===== config.mk =====
export PLATFORM = sky130hd
export DESIGN_NAME = imem_fetch_sequencer
export DESIGN_NICKNAME = d
export VERILOG_FILES = /design/src/rtl/imem_fetch_sequencer_pkg.sv /design/src/rtl/imem_fetch_check.sv /design/src/rtl/imem_fetch_sequencer.sv
export SDC_FILE = /design/constraint.sdc
export NUM_CORES = 1
export LEC_CHECK = 0
export ABC_AREA = 0
export CORE_AREA = 2 2 157 159
export DETAILED_ROUTE_END_ITERATION = 16
export DIE_AREA = 0 0 159 161
export GPL_TIMING_DRIVEN = 1
export MAX_ROUTING_LAYER = met4
export PLACE_DENSITY = 0.68
export REMOVE_ABC_BUFFERS = 1
export SYNTH_ARGS = -nofsm -noshare
export SYNTH_HDL_FRONTEND = slang
export SYNTH_SLANG_ARGS = --single-unit
export TNS_END_PERCENT = 20

===== constraint.sdc =====
create_clock -name clk_i -period 4.4 [get_ports clk_i]
set_input_delay 0.66 -clock clk_i [delete_from_list [all_inputs] [get_ports clk_i]]
set_output_delay 0.66 -clock clk_i [all_outputs]
set_load 0.01 [all_outputs]

===== src/rtl/imem_fetch_sequencer_pkg.sv =====
// Shared types and constants for the instruction fetch sequencer and its
// combinational fault/halt checker.
package imem_fetch_sequencer_pkg;

    typedef enum logic [1:0] {
        RUN   = 2'd0,
        HALT  = 2'd1,
        FAULT = 2'd2
    } fetch_state_e;

    localparam logic [1:0]  CAUSE_NONE     = 2'b00;
    localparam logic [1:0]  CAUSE_MISALIGN = 2'b01;
    localparam logic [1:0]  CAUSE_RANGE    = 2'b10;

    localparam logic [31:0] INSTR_ZERO     = 32'h0000_0000;

endpackage


===== src/rtl/imem_fetch_check.sv =====
// Combinational classification of the word at the current fetch PC:
// address fault (with cause) and the all-zero halt word.
module imem_fetch_check
    import imem_fetch_sequencer_pkg::*;
#(
    parameter int unsigned IMEM_BYTES = 1024
) (
    input  logic [31:0] pc_i,
    input  logic        imem_error_i,
    input  logic [31:0] imem_instr_i,
    output logic        fault_o,
    output logic [1:0]  cause_o,
    output logic        zero_o
);

    localparam logic [31:0] LAST_WORD = 32'(IMEM_BYTES - 4);

    logic misalign;
    logic outOfRange;

    assign misalign   = (pc_i[1:0] != 2'b00);
    assign outOfRange = (pc_i > LAST_WORD) || imem_error_i;

    // Misalignment takes precedence when both conditions hold.
    always_comb begin
        cause_o = CAUSE_NONE;
        if (misalign) begin
            cause_o = CAUSE_MISALIGN;
        end else if (outOfRange) begin
            cause_o = CAUSE_RANGE;
        end
    end

    assign fault_o = misalign || outOfRange;
    assign zero_o  = (imem_instr_i == INSTR_ZERO);

endmodule


===== src/rtl/imem_fetch_sequencer.sv =====
// Owns the fetch PC, drives the instruction memory address and registers the
// returned word for decode; stops permanently on a fault or zero word until reset.
module imem_fetch_sequencer
    import imem_fetch_sequencer_pkg::*;
#(
    parameter logic [31:0] RESET_PC   = 32'h0000_0000,
    parameter int unsigned IMEM_BYTES = 1024
) (
    input  logic        clk_i,
    input  logic        rst_n_i,
    input  logic        stall_i,
    input  logic        redirect_valid_i,
    input  logic [31:0] redirect_pc_i,
    output logic [31:0] imem_pc_o,
    input  logic [31:0] imem_instr_i,
    input  logic        imem_error_i,
    output logic        instr_valid_o,
    output logic [31:0] instr_o,
    output logic [31:0] instr_pc_o,
    output logic        fault_o,
    output logic [1:0]  fault_cause_o,
    output logic [31:0] fault_pc_o,
    output logic        halt_o,
    output logic [31:0] fetch_count_o
);

    fetch_state_e state_q, state_d;
    logic [31:0]  pc_q, pc_d;
    logic         valid_q, valid_d;
    logic [31:0]  instr_q, instr_d;
    logic [31:0]  instrPc_q, instrPc_d;
    logic         fault_q, fault_d;
    logic [1:0]   cause_q, cause_d;
    logic [31:0]  faultPc_q, faultPc_d;
    logic         halt_q, halt_d;
    logic [31:0]  count_q, count_d;

    logic         chkFault;
    logic [1:0]   chkCause;
    logic         chkZero;

    imem_fetch_check #(
        .IMEM_BYTES (IMEM_BYTES)
    ) u_check (
        .pc_i         (pc_q),
        .imem_error_i (imem_error_i),
        .imem_instr_i (imem_instr_i),
        .fault_o      (chkFault),
        .cause_o      (chkCause),
        .zero_o       (chkZero)
    );

    always_comb begin
        state_d   = state_q;
        pc_d      = pc_q;
        valid_d   = valid_q;
        instr_d   = instr_q;
        instrPc_d = instrPc_q;
        fault_d   = fault_q;
        cause_d   = cause_q;
        faultPc_d = faultPc_q;
        halt_d    = halt_q;
        count_d   = count_q;

        unique case (state_q)
            RUN: begin
                // Redirect outranks stall; the target is only checked once fetched.
                if (redirect_valid_i) begin
                    pc_d    = redirect_pc_i;
                    valid_d = 1'b0;
                end else if (stall_i) begin
                    valid_d = valid_q;
                end else if (chkFault) begin
                    state_d   = FAULT;
                    fault_d   = 1'b1;
                    cause_d   = chkCause;
                    faultPc_d = pc_q;
                    valid_d   = 1'b0;
                end else if (chkZero) begin
                    state_d = HALT;
                    halt_d  = 1'b1;
                    valid_d = 1'b0;
                end else begin
                    instr_d   = imem_instr_i;
                    instrPc_d = pc_q;
                    valid_d   = 1'b1;
                    pc_d      = pc_q + 32'd4;
                    count_d   = count_q + 32'd1;
                end
            end
            default: begin
                valid_d = 1'b0;
            end
        endcase
    end

    always_ff @(posedge clk_i) begin
        if (!rst_n_i) begin
            state_q   <= RUN;
            pc_q      <= RESET_PC;
            valid_q   <= 1'b0;
            instr_q   <= 32'h0;
            instrPc_q <= 32'h0;
            fault_q   <= 1'b0;
            cause_q   <= CAUSE_NONE;
            faultPc_q <= 32'h0;
            halt_q    <= 1'b0;
            count_q   <= 32'h0;
        end else begin
            state_q   <= state_d;
            pc_q      <= pc_d;
            valid_q   <= valid_d;
            instr_q   <= instr_d;
            instrPc_q <= instrPc_d;
            fault_q   <= fault_d;
            cause_q   <= cause_d;
            faultPc_q <= faultPc_d;
            halt_q    <= halt_d;
            count_q   <= count_d;
        end
    end

    assign imem_pc_o     = pc_q;
    assign instr_valid_o = valid_q;
    assign instr_o       = instr_q;
    assign instr_pc_o    = instrPc_q;
    assign fault_o       = fault_q;
    assign fault_cause_o = cause_q;
    assign fault_pc_o    = faultPc_q;
    assign halt_o        = halt_q;
    assign fetch_count_o = count_q;

endmodule


==> results of run 1 <==
==> metrics by stage <==
stage               hold slack [ns]  setup TNS (ns)
global route                  0.470               0
detailed placement            0.442               0
CTS                           0.452               0
global placement              0.437               0
finish                        0.449               0
floorplan                     0.470           -4.97
==> power by group through the flow <==
stage	clock network [mW]	registers [mW]	logic [mW]
floorplan	0	1.62	0.119
global placement	0	1.62	0.335
detailed placement	0	1.62	0.338
CTS	1.65	1.59	0.339
global route	1.71	1.59	0.366
finish	1.61	1.59	0.337
==> per-layer routing <==
layer / track usage / vias up / part of all wire
li1: - / 3467 / -
met1: 0.226 / 3284 / 0.45
met2: 0.287 / 197 / 0.48
met3: 0.0403 / 30 / 0.050
met4: 0.0661 / 0 / 0.021
met5: - / - / 0
==> synth_stat cells, types with 3 or more instances <==
cell type / instances
sky130_fd_sc_hd__o22ai_1: 3
sky130_fd_sc_hd__o41ai_1: 13
sky130_fd_sc_hd__dfxtp_1: 167
sky130_fd_sc_hd__a21oi_1: 73
sky130_fd_sc_hd__nand4b_1: 3
sky130_fd_sc_hd__nand4_1: 19
sky130_fd_sc_hd__nor4_4: 4
sky130_fd_sc_hd__a221oi_1: 3
sky130_fd_sc_hd__nand2_1: 176
sky130_fd_sc_hd__o21a_1: 3
sky130_fd_sc_hd__mux2i_1: 7
sky130_fd_sc_hd__clkbuf_1: 51
sky130_fd_sc_hd__nor3_1: 12
sky130_fd_sc_hd__and3_1: 34
sky130_fd_sc_hd__o32ai_1: 3
sky130_fd_sc_hd__nand2b_1: 16
sky130_fd_sc_hd__o21ai_0: 42
sky130_fd_sc_hd__o311ai_0: 12
sky130_fd_sc_hd__nand3_1: 50
sky130_fd_sc_hd__o211a_1: 5
sky130_fd_sc_hd__inv_1: 9
sky130_fd_sc_hd__a31oi_1: 3
sky130_fd_sc_hd__or4_1: 13
sky130_fd_sc_hd__a22oi_1: 3
sky130_fd_sc_hd__o211ai_1: 8
sky130_fd_sc_hd__o31ai_1: 15
sky130_fd_sc_hd__nor4_1: 15
sky130_fd_sc_hd__nor2_1: 19
sky130_fd_sc_hd__and4_1: 4
sky130_fd_sc_hd__buf_2: 4
==> layout make-up <==
type	instances	area (um2)	area share
multi-input combinational	599	3460	0.336
clock inverter	13	180	0.0175
tap	324	405	0.0393
inverter	10	37.5	0.00364
sequential	167	3340	0.324
antenna	1	2.50	0.000243
clock buffer	19	453	0.0440
timing repair buffer	245	2420	0.235
==> registers in the layout, indices dropped and copies added, names as in the netlist <==
| register | cells |
|---|---|
| fault_cause_o | 2 |
| fault_o | 1 |
| fault_pc_o | 32 |
| fetch_count_o | 32 |
| halt_o | 1 |
| imem_pc_o | 32 |
| instr_o | 32 |
| instr_pc_o | 32 |
| instr_valid_o | 1 |
| state_q | 2 |
==> worst min-delay path by stage <==
stage	end	slack, ns	cells after the start
2_1_floorplan	halt_o$_SDFFE_PN0P_	0.47	2
3_3_place_gp	instr_pc_o[4]$_SDFFE_PN0P_	0.44	2
3_5_place_dp	instr_o[10]$_SDFFE_PN0P_	0.44	2
4_1_cts	instr_o[10]$_SDFFE_PN0P_	0.45	2
5_1_grt	instr_pc_o[8]$_SDFFE_PN0P_	0.47	2
6_report	instr_o[15]$_SDFFE_PN0P_	0.45	2
==> cell families (layout without fill, tap and decap cells) <==
family                   after synthesis  after routing  synth area share
AND/OR/NAND/NOR                      379            379             0.273
AO/OA/AOI/OAI                        205            205             0.189
flip-flops                           167            167             0.472
buffers and inverters                 72            287            0.0443
multiplexers                           9              9            0.0131
XOR/XNOR                               4              4           0.00494
adder cells (fa/ha/maj)                2              2           0.00353
other                                  0              1                 0
==> worst reg2reg max path, delay by kind of cell (launching register included) <==
family | cells | cell delay (ns)
simple gates | 3 | 1.24
compound gates | 2 | 0.77
flops | 1 | 0.37
buf+inv | 1 | 0.32
==> run summary, run 1 <==
The flow ran to the end, and the final reports show no timing, DRC or antenna violations. In this run the tool buffered the top-level ports with 233 buffer cells. The critical path contains buffers and inverters numbering 2 combined.

The CTS clock-pin slew for the worst setup and hold paths works out to 0.07 ns. The logs give 0.095 for the part of the power in combinational logic and 1.25 ns for the worst setup margin. Setup repair after global routing left no endpoint under its margin. The critical path startpoint was stall_i.

For the worst setup path, the data arrival time is 3.50 ns. In the routed layout, each cell is associated on average with a via count of 5.06. On the critical path, the stage with the largest delay is an instance of sky130_fd_sc_hd__a211o_2.

The logs give 0 for the setup violation total in the final timing report and 23400 um for the sum of routed wire length over all layers. Clock tree synthesis inserted a total of 17 buffers. For this run, the top clock speed supported by timing is 318 MHz.

The worst hold-check path type is flop to flop. The last element of the critical path was fetch_count_o[31]$_SDFFE_PN0P_. After synthesis the netlist holds a flip-flop and latch count of 167.

The initialized floorplan defines 57 standard-cell rows. The total vias in the final route was 6978; the logic depth of the worst setup path including buffers was 7. Summed over all nets, the switching power comes to 0.892 mW.

The library cells used most frequently in the layout, excluding fill and tap cells, are 232 x sky130_fd_sc_hd__clkdlybuf4s50_1, 176 x sky130_fd_sc_hd__nand2_1, 167 x sky130_fd_sc_hd__dfxtp_1. In this run the most critical hold path is launched from instr_o[15]$_SDFFE_PN0P_. The floorplan step defined a die boundary enclosing 25600 um2. The die is 159 um wide. Entering global routing, the biggest net connects 78 pins. The tools report the number of resized instances in the post-cts repair step as 0.

The area growth from synthesis to layout is 45.4%. The clock drives 167 sinks. The run gives 6352 as the number of global-route vias before repair. The mean cell area of the mapped netlist is 8.46 um2, and the number of placed instances with taps included is 1345. The run gives 0 as the residual overflow from global routing. The final count of hold timing violations was 0.

The region available for standard cell placement spans 24000 um2. The total power density per cell area works out to 343 nW/um2. For the post-detailed-route count of antenna-violating nets, the log shows 0.

The deepest level of the CTS H-tree came out at 4. Of all cell types, the one taking the most synthesized area is sky130_fd_sc_hd__dfxtp_1. The run gives 0.308 as the remaining max-slew budget at the tightest pin. The tools report the total of max-cap violations as 0.

For the internal power component, the log shows 2.64 mW. The synthesized netlist contains 63 unique library cells. For this design the static power due to leakage is 3.56 nW.

For the pin with the worst max-slew slack, the measured transition is 1.04 ns. TritonCTS built the clock tree. Before antenna repair, the detailed router went through 5 iterations. After detailed routing, the average wire length per cell comes to 17.0 um. The proportion of total power due to net switching is 0.252. The initial antenna violation count is 1, and the insertion delay to the later sink of the worst-skew pair is 0.43 ns.

First-pass GRT wire length: 36000 um. The beginning of the worst register-to-register path is state_q[0]$_SDFFE_PN0P_. Total I/O pin count: 234. Synthesis produced a netlist whose cell count is 838. The design draws 3.53 mW. The tools report the clock network fraction of total power as 0.455.

The sequential group share of total power is 0.450, and the post-route clock skew is 0.0121 ns. The startpoint type of the worst setup path is an input port. The routed design could run at a clock period as short as 3.15 ns. Type of the worst setup path: input port to flop. Summing all placed instances gives a cell area of 9670 um2.

For this run, the leading register cell type out of synthesis is sky130_fd_sc_hd__dfxtp_1. For this run, design rule violations remaining after detail routing come to 0. The logs give 0 for the post-CTS setup-driven buffer insertion count and 0.181 for the overall track demand over capacity in global routing. In this run the worst path has a maximum fanout of 37. The congestion estimate from routability-driven global placement came to 0.827. The share of synthesized area occupied by flip-flops and latches was 0.472.

Vertical die dimension: 161 um. The pre-CTS worst setup slack was 0.824 ns; the cell depth of the worst flop-to-flop path was 6. Hold repair after CTS inserted 0 buffers. The max-slew violation count is 0, and the area of the mapped netlist is 7090 um2. After legalization and detailed placement, the total HPWL measured 16300 um. The reg-to-reg critical path endpoint is fetch_count_o[31]$_SDFFE_PN0P_. The fraction of synthesis flops using an asynchronous set or reset pin works out to 0.

Starting utilization of the core area: 0.296. The proportion of layout cells with a drive suffix above 1 works out to 0.0608. Root cell of the clock tree: sky130_fd_sc_hd__clkbuf_16. Yosys mapped a number of flops with a built-in enable equal to 0. Leaving out fill and tap cells, the most frequent cell in the layout is sky130_fd_sc_hd__clkdlybuf4s50_1. Ranked by total cell area, the synthesized netlist is headed by sky130_fd_sc_hd__dfxtp_1 47%, sky130_fd_sc_hd__nand2_1 9.3%, sky130_fd_sc_hd__a21oi_1 5.2%, sky130_fd_sc_hd__nand3_1 3.5%, sky130_fd_sc_hd__and3_1 3.0%. The share of Yosys cell area claimed by the top area cell type was 0.472; the required time at the worst-slack endpoint was 4.75 ns. The final period utilization works out to 0.715. After filler insertion, the fill cell instance count of the layout stands at 2379. For the number of DRC markers after the initial detailed-route iteration, the log shows 498.

The logs give 1111 for the final net count and 10300 um2 for the post-layout instance area. The count of cells in the finished layout, fillers not included, comes to 1378. For flop-to-flop paths, the worst setup slack is 1.62 ns. Yosys printed 0 warnings. Walking the worst path, the cells encountered are clkdlybuf4s50_1 > nor4_4 > nand4_1 > a211o_2 > buf_4 > or4_1 > a21oi_1. The final cell utilization of the core was 0.430; the delay of the slowest cell on the worst path was 0.63 ns. The nature of the critical path endpoint was a flop. The maximum buffer depth of the clock tree is 2. The family with the most delay on the worst path was simple AND/OR/NAND/NOR gates. Across the VDD grid, the largest voltage drop is 215 uV.
(Power assumes the default switching activity.)
==> inputs of run 2 (changes only) <==
==> constraint.sdc (replaced) <==
create_clock -name clk_i -period 3 [get_ports clk_i]
set_input_delay 0.45 -clock clk_i [delete_from_list [all_inputs] [get_ports clk_i]]
set_output_delay 0.45 -clock clk_i [all_outputs]
set_load 0.01 [all_outputs]
==> run summary, run 2 (synthesis results as in run 1) <==
The run finished with clean final reports. The die outline area came out at 25600 um2. The data arrival time at the worst-slack endpoint is 2.77 ns.

The tools report the count of standard-cell rows as 57. After routing, the total negative slack on setup checks comes to 0 ns. After detailed routing, the number of remaining DRC violations is 0. Buffers placed on the I/O ports in this run total 233.

The final routed wire length divided by cell count came out at 17.1 um. After the last flow step, the layout net total stands at 1128. The wire-length estimate of the detail-placed layout is 16800 um.

The final period utilization is 0.804, and the worst hold margin is 0.443 ns. The run gives 7163 as the total vias in the final route. Across the VDD grid, the largest voltage drop is 379 uV. The area of the core came out at 24000 um2. The tools report the maximum buffer depth of the clock tree as 2. The proportion of total power due to net switching works out to 0.258.

The tools report the initial antenna violation count as 2. Summed over all nets, the switching power comes to 1.32 mW. In this run the horizontal extent of the chip is 159 um. The top cell types in the final layout, fill and taps aside, are 232 x sky130_fd_sc_hd__clkdlybuf4s50_1, 176 x sky130_fd_sc_hd__nand2_1, 167 x sky130_fd_sc_hd__dfxtp_1. The tools report the total of max-cap violations as 0. For this design the top-level I/O count stands at 234. The post-route clock skew was 0.0192 ns. Sum of routed wire length over all layers: 23900 um. At the end of routability-driven placement, the weighted congestion stood at 0.828.

The part of the power in combinational logic was 0.104. Highest achievable clock rate: 414 MHz. The insertion delay to the later sink of the worst-skew pair was 0.44 ns. Setup violations remaining at the end of the flow were counted as 0. The run gives 0.587 ns as the worst setup margin.

The number of DRC markers after the initial detailed-route iteration came out at 403. The final count of hold timing violations came out at 0. The CTS buffer count is 17. The worst hold-check path type is flop to flop. The nature of the critical path endpoint was a flop.

The number of hold buffers added after CTS was 0. The vertical die dimension was 161 um. Final cell utilization of the core: 0.435.

The deepest level of the CTS H-tree came out at 4. The total power draw is 5.10 mW. Data on the critical path is required at its endpoint by 3.35 ns. TritonCTS built the clock tree.

Remaining max-slew budget at the tightest pin: 0.482. The residual overflow from global routing is 0. For this run, the detailed router's first-pass iteration total came to 5. The leakage dissipation was 3.64 nW. The tools report the startpoint type of the worst setup path as a flop. After filler insertion, the fill cell instance count of the layout stands at 2368. The run gives 0.187 as the overall track demand over capacity in global routing.

Clock-pin slew was measured on the worst setup and hold paths at 0.07 ns. The type of the worst setup path is flop to flop. Proportion of layout cells with a drive suffix above 1: 0.0729.

The tree is rooted in a sky130_fd_sc_hd__clkbuf_16. The max-slew violation count came out at 0. The detail route stage leaves a number of antenna-violating nets equal to 0. Cell internal power was estimated by the tool at 3.78 mW. Prior to clock tree synthesis, the placed netlist has a worst setup slack of 0.198 ns. The clock net in this run drives a total of 167 sinks. Compared with the post-synthesis result, the final layout area differs by 47.1%. The worst path needs 2.41 ns of the cycle, external delays included. In the routed layout, each cell is associated on average with a via count of 5.13. Leaving out fill and tap cells, the most frequent cell in the layout is sky130_fd_sc_hd__clkdlybuf4s50_1.

The tools report the number of global-route vias before repair as 6692. In this run the worst path has a maximum fanout of 13. Entering global routing, the biggest net connects 109 pins. In this run, post-CTS repair resized a total of 0 instances. The transition time at the pin with the least slew margin was 0.777 ns; the sequential group share of total power was 0.455.

Power spread over the standard cell area amounts to 489 nW/um2. The first global-routing pass estimated 37400 um of wire. Setup repair after global routing left no endpoint under its margin. The clock network fraction of total power is 0.441.

After clock tree synthesis, the setup repair step added 0 buffers. The starting utilization of the core area was 0.296.
-- run 2: area by class of cell --
type                       count  area (um2)  share of cell area
multi-input combinational    599        3460               0.332
sequential                   167        3340               0.321
timing repair buffer         262        2580               0.248
clock buffer                  21         450              0.0432
tap                          324         405              0.0389
clock inverter                11         141              0.0136
inverter                      10        37.5             0.00360
antenna                        2        5.00            0.000480
-- run 2: stage by stage --
| stage | instance area (um2) | std cells |
|---|---|---|
| floorplan | 6810 | 776 |
| global placement | 9830 | 1362 |
| detailed placement | 9830 | 1362 |
| CTS | 10400 | 1394 |
| global route | 10400 | 1396 |
| finish | 10400 | 1396 |
-- run 2: worst paths after layout --
path / from / end / slack, ns / cells after the start
hold / removal: halt_o$_SDFFE_PN0P_ / halt_o$_SDFFE_PN0P_ / 0.44 / 2
setup reg to reg: imem_pc_o[22]$_SDFFE_PN0P_ / fetch_count_o[6]$_SDFFE_PN0P_ / 0.59 / 5
hold reg to reg: halt_o$_SDFFE_PN0P_ / halt_o$_SDFFE_PN0P_ / 0.44 / 2
setup / recovery: imem_pc_o[22]$_SDFFE_PN0P_ / fetch_count_o[6]$_SDFFE_PN0P_ / 0.59 / 5
-- run 2: worst max-delay path, stage by stage, from the launching register on --
cell                       delay, ns
sky130_fd_sc_hd__dfxtp_1        0.37
sky130_fd_sc_hd__nor3_1         0.39
sky130_fd_sc_hd__nand4_4        0.28
sky130_fd_sc_hd__a2111o_1       0.61
sky130_fd_sc_hd__or4_1          0.53
sky130_fd_sc_hd__a21oi_1        0.15
-- run 2: routing by layer --
| layer | global-route usage | vias to the layer above | wire, um |
|---|---|---|---|
| li1 | - | 3508 | - |
| met1 | 0.228 | 3399 | 10400 |
| met2 | 0.314 | 223 | 11700 |
| met3 | 0.0344 | 33 | 1270 |
| met4 | 0.0620 | 0 | 570 |
| met5 | - | - | 0 |
-- run 2: power by group through the flow --
| stage | Sequential, mW | Combinational [mW] | Clock [mW] |
|---|---|---|---|
| 2_1_floorplan | 2.38 | 0.174 | 0 |
| 5_1_grt | 2.33 | 0.572 | 2.38 |
| 3_5_place_dp | 2.37 | 0.530 | 0 |
| 6_report | 2.32 | 0.530 | 2.25 |
| 3_3_place_gp | 2.37 | 0.527 | 0 |
| 4_1_cts | 2.32 | 0.533 | 2.30 |
==> inputs of run 3 (changes only) <==
--- a/config.mk
+++ b/config.mk
@@ -11,7 +11,7 @@
 export DIE_AREA = 0 0 159 161
 export GPL_TIMING_DRIVEN = 1
 export MAX_ROUTING_LAYER = met4
-export PLACE_DENSITY = 0.68
+export PLACE_DENSITY = 0.7
 export REMOVE_ABC_BUFFERS = 1
 export SYNTH_ARGS = -nofsm -noshare
 export SYNTH_HDL_FRONTEND = slang
==> constraint.sdc (replaced) <==
create_clock -name clk_i -period 2.1 [get_ports clk_i]
set_input_delay 0.315 -clock clk_i [delete_from_list [all_inputs] [get_ports clk_i]]
set_output_delay 0.315 -clock clk_i [all_outputs]
set_load 0.01 [all_outputs]
==> run summary, run 3 (synthesis results as in run 1) <==
Once detailed placement completed, the half-perimeter wirelength came to 17900 um. The placed instances occupy a cell area of 10600 um2. In the layout the commonest cells are 232 x sky130_fd_sc_hd__clkdlybuf4s50_1, 176 x sky130_fd_sc_hd__nand2_1, 161 x sky130_fd_sc_hd__dfxtp_1. The tools report the maximum number of pins on one net before global-route repair as 68. Before antenna repair, the detailed router went through 5 iterations. STA classifies the critical path endpoint as a flop. Setup repair after global routing could not meet its margin everywhere. The first-pass GRT wire length was 38100 um. Clock tree synthesis selected as its root buffer the cell sky130_fd_sc_hd__clkbuf_16.

The internal portion of the total power is 5.62 mW. The completed layout was analyzed and its total power is 7.55 mW. The worst setup margin came out at -0.00571 ns. The run gives 2.45 ns as the required time at the worst-slack endpoint. Summed over all nets, the switching power comes to 1.93 mW. The number of DRC markers after the initial detailed-route iteration is 460, and the worst-path maximum fanout is 5.

The final reports fail on setup timing. The final routed wire length divided by cell count was 16.4 um; the CTS buffer count was 17. The final count of hold timing violations was 0. CTS built an H-tree with a depth of 4. The run finished, with violations left.

OpenSTA, run right after detailed placement, puts the worst setup slack at -0.509 ns. Buffers inserted to repair hold after CTS numbered 0. The die covers 25600 um2.

After the flow finishes, the layout carries non-filler instances totaling 1489. After routing the design area is 11400 um2. The max-slew violation count is 0. In this run the static leakage power is 4.17 nW.

Static timing analysis puts the maximum clock frequency at 475 MHz. The proportion of layout cells with a drive suffix above 1 was 0.168; the final period utilization was 1.00. The run gives 0.191 as the overall track demand over capacity in global routing. The residual overflow from global routing came out at 0.

The detail route stage leaves a number of antenna-violating nets equal to 0. The logs give 2 for the initial antenna violation count and 1222 for the final net count. In this run the worst hold path is classified as input port to flop.

The run gives 234 as the total I/O pin count. The proportion of total power due to net switching is 0.255, and the insertion delay to the later sink of the worst-skew pair is 0.43 ns. The tools report the setup violation total in the final timing report as 1. The library cell used most frequently in the layout, excluding fill and tap cells, is sky130_fd_sc_hd__clkdlybuf4s50_1. For the number of placed instances with taps included, the log shows 1451. The filler cells instantiated in the layout total 2294. Power spread over the standard cell area amounts to 665 nW/um2. For this run, design rule violations remaining after detail routing come to 0. The number of buffer cells added on primary ports is 233, and the layout overhead on the synthesized area is 60.1%. The final layout contains routed wiring with a total length of 24400 um. In this run the standard cell core region covers 24000 um2. The worst setup path is launched from a flop.

In this run the deepest clock path goes through 2 buffers. TritonCTS built the clock tree. The remaining max-slew budget at the tightest pin was 0.750; the part of the power in combinational logic was 0.128. The tools report the number of global-route vias before repair as 7060.

The tool flagged a number of max-cap violations equal to 0. The tools report the clock network fraction of total power as 0.437. The CTS clock-pin slew for the worst setup and hold paths is 0.07 ns.

Summing over every cut layer, the via total after detailed routing is 7467. The count of standard-cell rows was 57; the final critical delay including setup and external delays was 2.11 ns. Routability-driven placement finished with a final weighted congestion of 0.884. The starting utilization of the core area is 0.296, and the data arrival time at the worst-slack endpoint is 2.46 ns. The post-route clock skew came out at 0.0133 ns. At the pin with the least slew margin, the transition time is 0.374 ns.

The type of the worst setup path was flop to flop. For the sequential group share of total power, the log shows 0.434. In the routed layout, each cell is associated on average with a via count of 5.01. IR analysis of the VDD net gives a maximum drop of 483 uV.

The clock sink count came out at 167. The vertical die dimension works out to 161 um. In this run the horizontal extent of the chip is 159 um.
==> run 3: cell types whose count changed in the layout (fill, tap and decap cells not counted), moves of 4 or more <==
cell / delta
sky130_fd_sc_hd__dfxtp_1: -6
sky130_fd_sc_hd__buf_6: +9
sky130_fd_sc_hd__inv_6: +5
sky130_fd_sc_hd__dfxtp_2: +6
sky130_fd_sc_hd__buf_4: +80
sky130_fd_sc_hd__o311ai_1: +9
sky130_fd_sc_hd__o311ai_0: -10
sky130_fd_sc_hd__buf_12: +4
sky130_fd_sc_hd__nor4_1: -4
==> run 3: cell type report <==
class	count	area, um2	area share
multi-input combinational	600	3570	0.315
antenna	2	5.00	0.000441
timing repair buffer	355	3370	0.297
clock buffer	17	425	0.0375
tap	324	405	0.0357
sequential	167	3350	0.295
clock inverter	14	185	0.0163
inverter	10	37.5	0.00331
==> run 3: worst max-delay path: stages (launching register included) <==
cell and delay, ns:
sky130_fd_sc_hd__dfxtp_2 0.33, sky130_fd_sc_hd__nor4_4 0.33, sky130_fd_sc_hd__nand4_4 0.21, sky130_fd_sc_hd__buf_6 0.17, sky130_fd_sc_hd__a2111o_1 0.41, sky130_fd_sc_hd__or4_4 0.44, sky130_fd_sc_hd__a21oi_2 0.14
==> run 3: repair_timing <==
action,4_1_cts,5_1_grt
gates resized for setup,6,39
pin swaps,8,18
buffers inserted,2,2
hold endpoints to repair,0,0
cloned,0,1
setup endpoints to repair,65,103
==> run 3: through the flow <==
| step | hold WS (ns) | setup TNS (ns) | util |
|---|---|---|---|
| after floorplan | 0.433 | -171.04 | - |
| after global placement | 0.437 | -45.88 | 0.440 |
| after detailed placement | 0.440 | -49.95 | 0.440 |
| after CTS | 0.297 | -0.260 | 0.468 |
| after global routing | 0.320 | -0.773 | 0.474 |
| final | 0.308 | -0.00571 | 0.474 |
==> run 3: metal layers <==
metal	vias up	global-route usage	part of all wire
li1	3688	-	-
met1	3512	0.237	0.44
met2	235	0.312	0.49
met3	32	0.0357	0.045
met4	0	0.0682	0.023
met5	-	-	0
==> run 3: power by group through the flow <==
stage / clock network, mW / logic (mW) / registers, mW
6_report: 3.30 / 0.968 / 3.28
2_1_floorplan: 0 / 0.249 / 3.40
3_3_place_gp: 0 / 0.913 / 3.35
3_5_place_dp: 0 / 0.922 / 3.35
4_1_cts: 3.37 / 0.945 / 3.28
5_1_grt: 3.50 / 1.04 / 3.29
==> run 3: worst paths after layout <==
path                                    endpoint  slack, ns                  startpoint  depth (start not counted)
hold / removal        fault_pc_o[9]$_SDFFE_PN0P_       0.31                     rst_n_i                          3
hold reg to reg              halt_o$_SDFFE_PN0P_       0.45         halt_o$_SDFFE_PN0P_                          2
setup / recovery  fetch_count_o[19]$_SDFFE_PN0P_     -0.006  imem_pc_o[28]$_SDFFE_PN0P_                          6
setup reg to reg  fetch_count_o[19]$_SDFFE_PN0P_     -0.006  imem_pc_o[28]$_SDFFE_PN0P_                          6
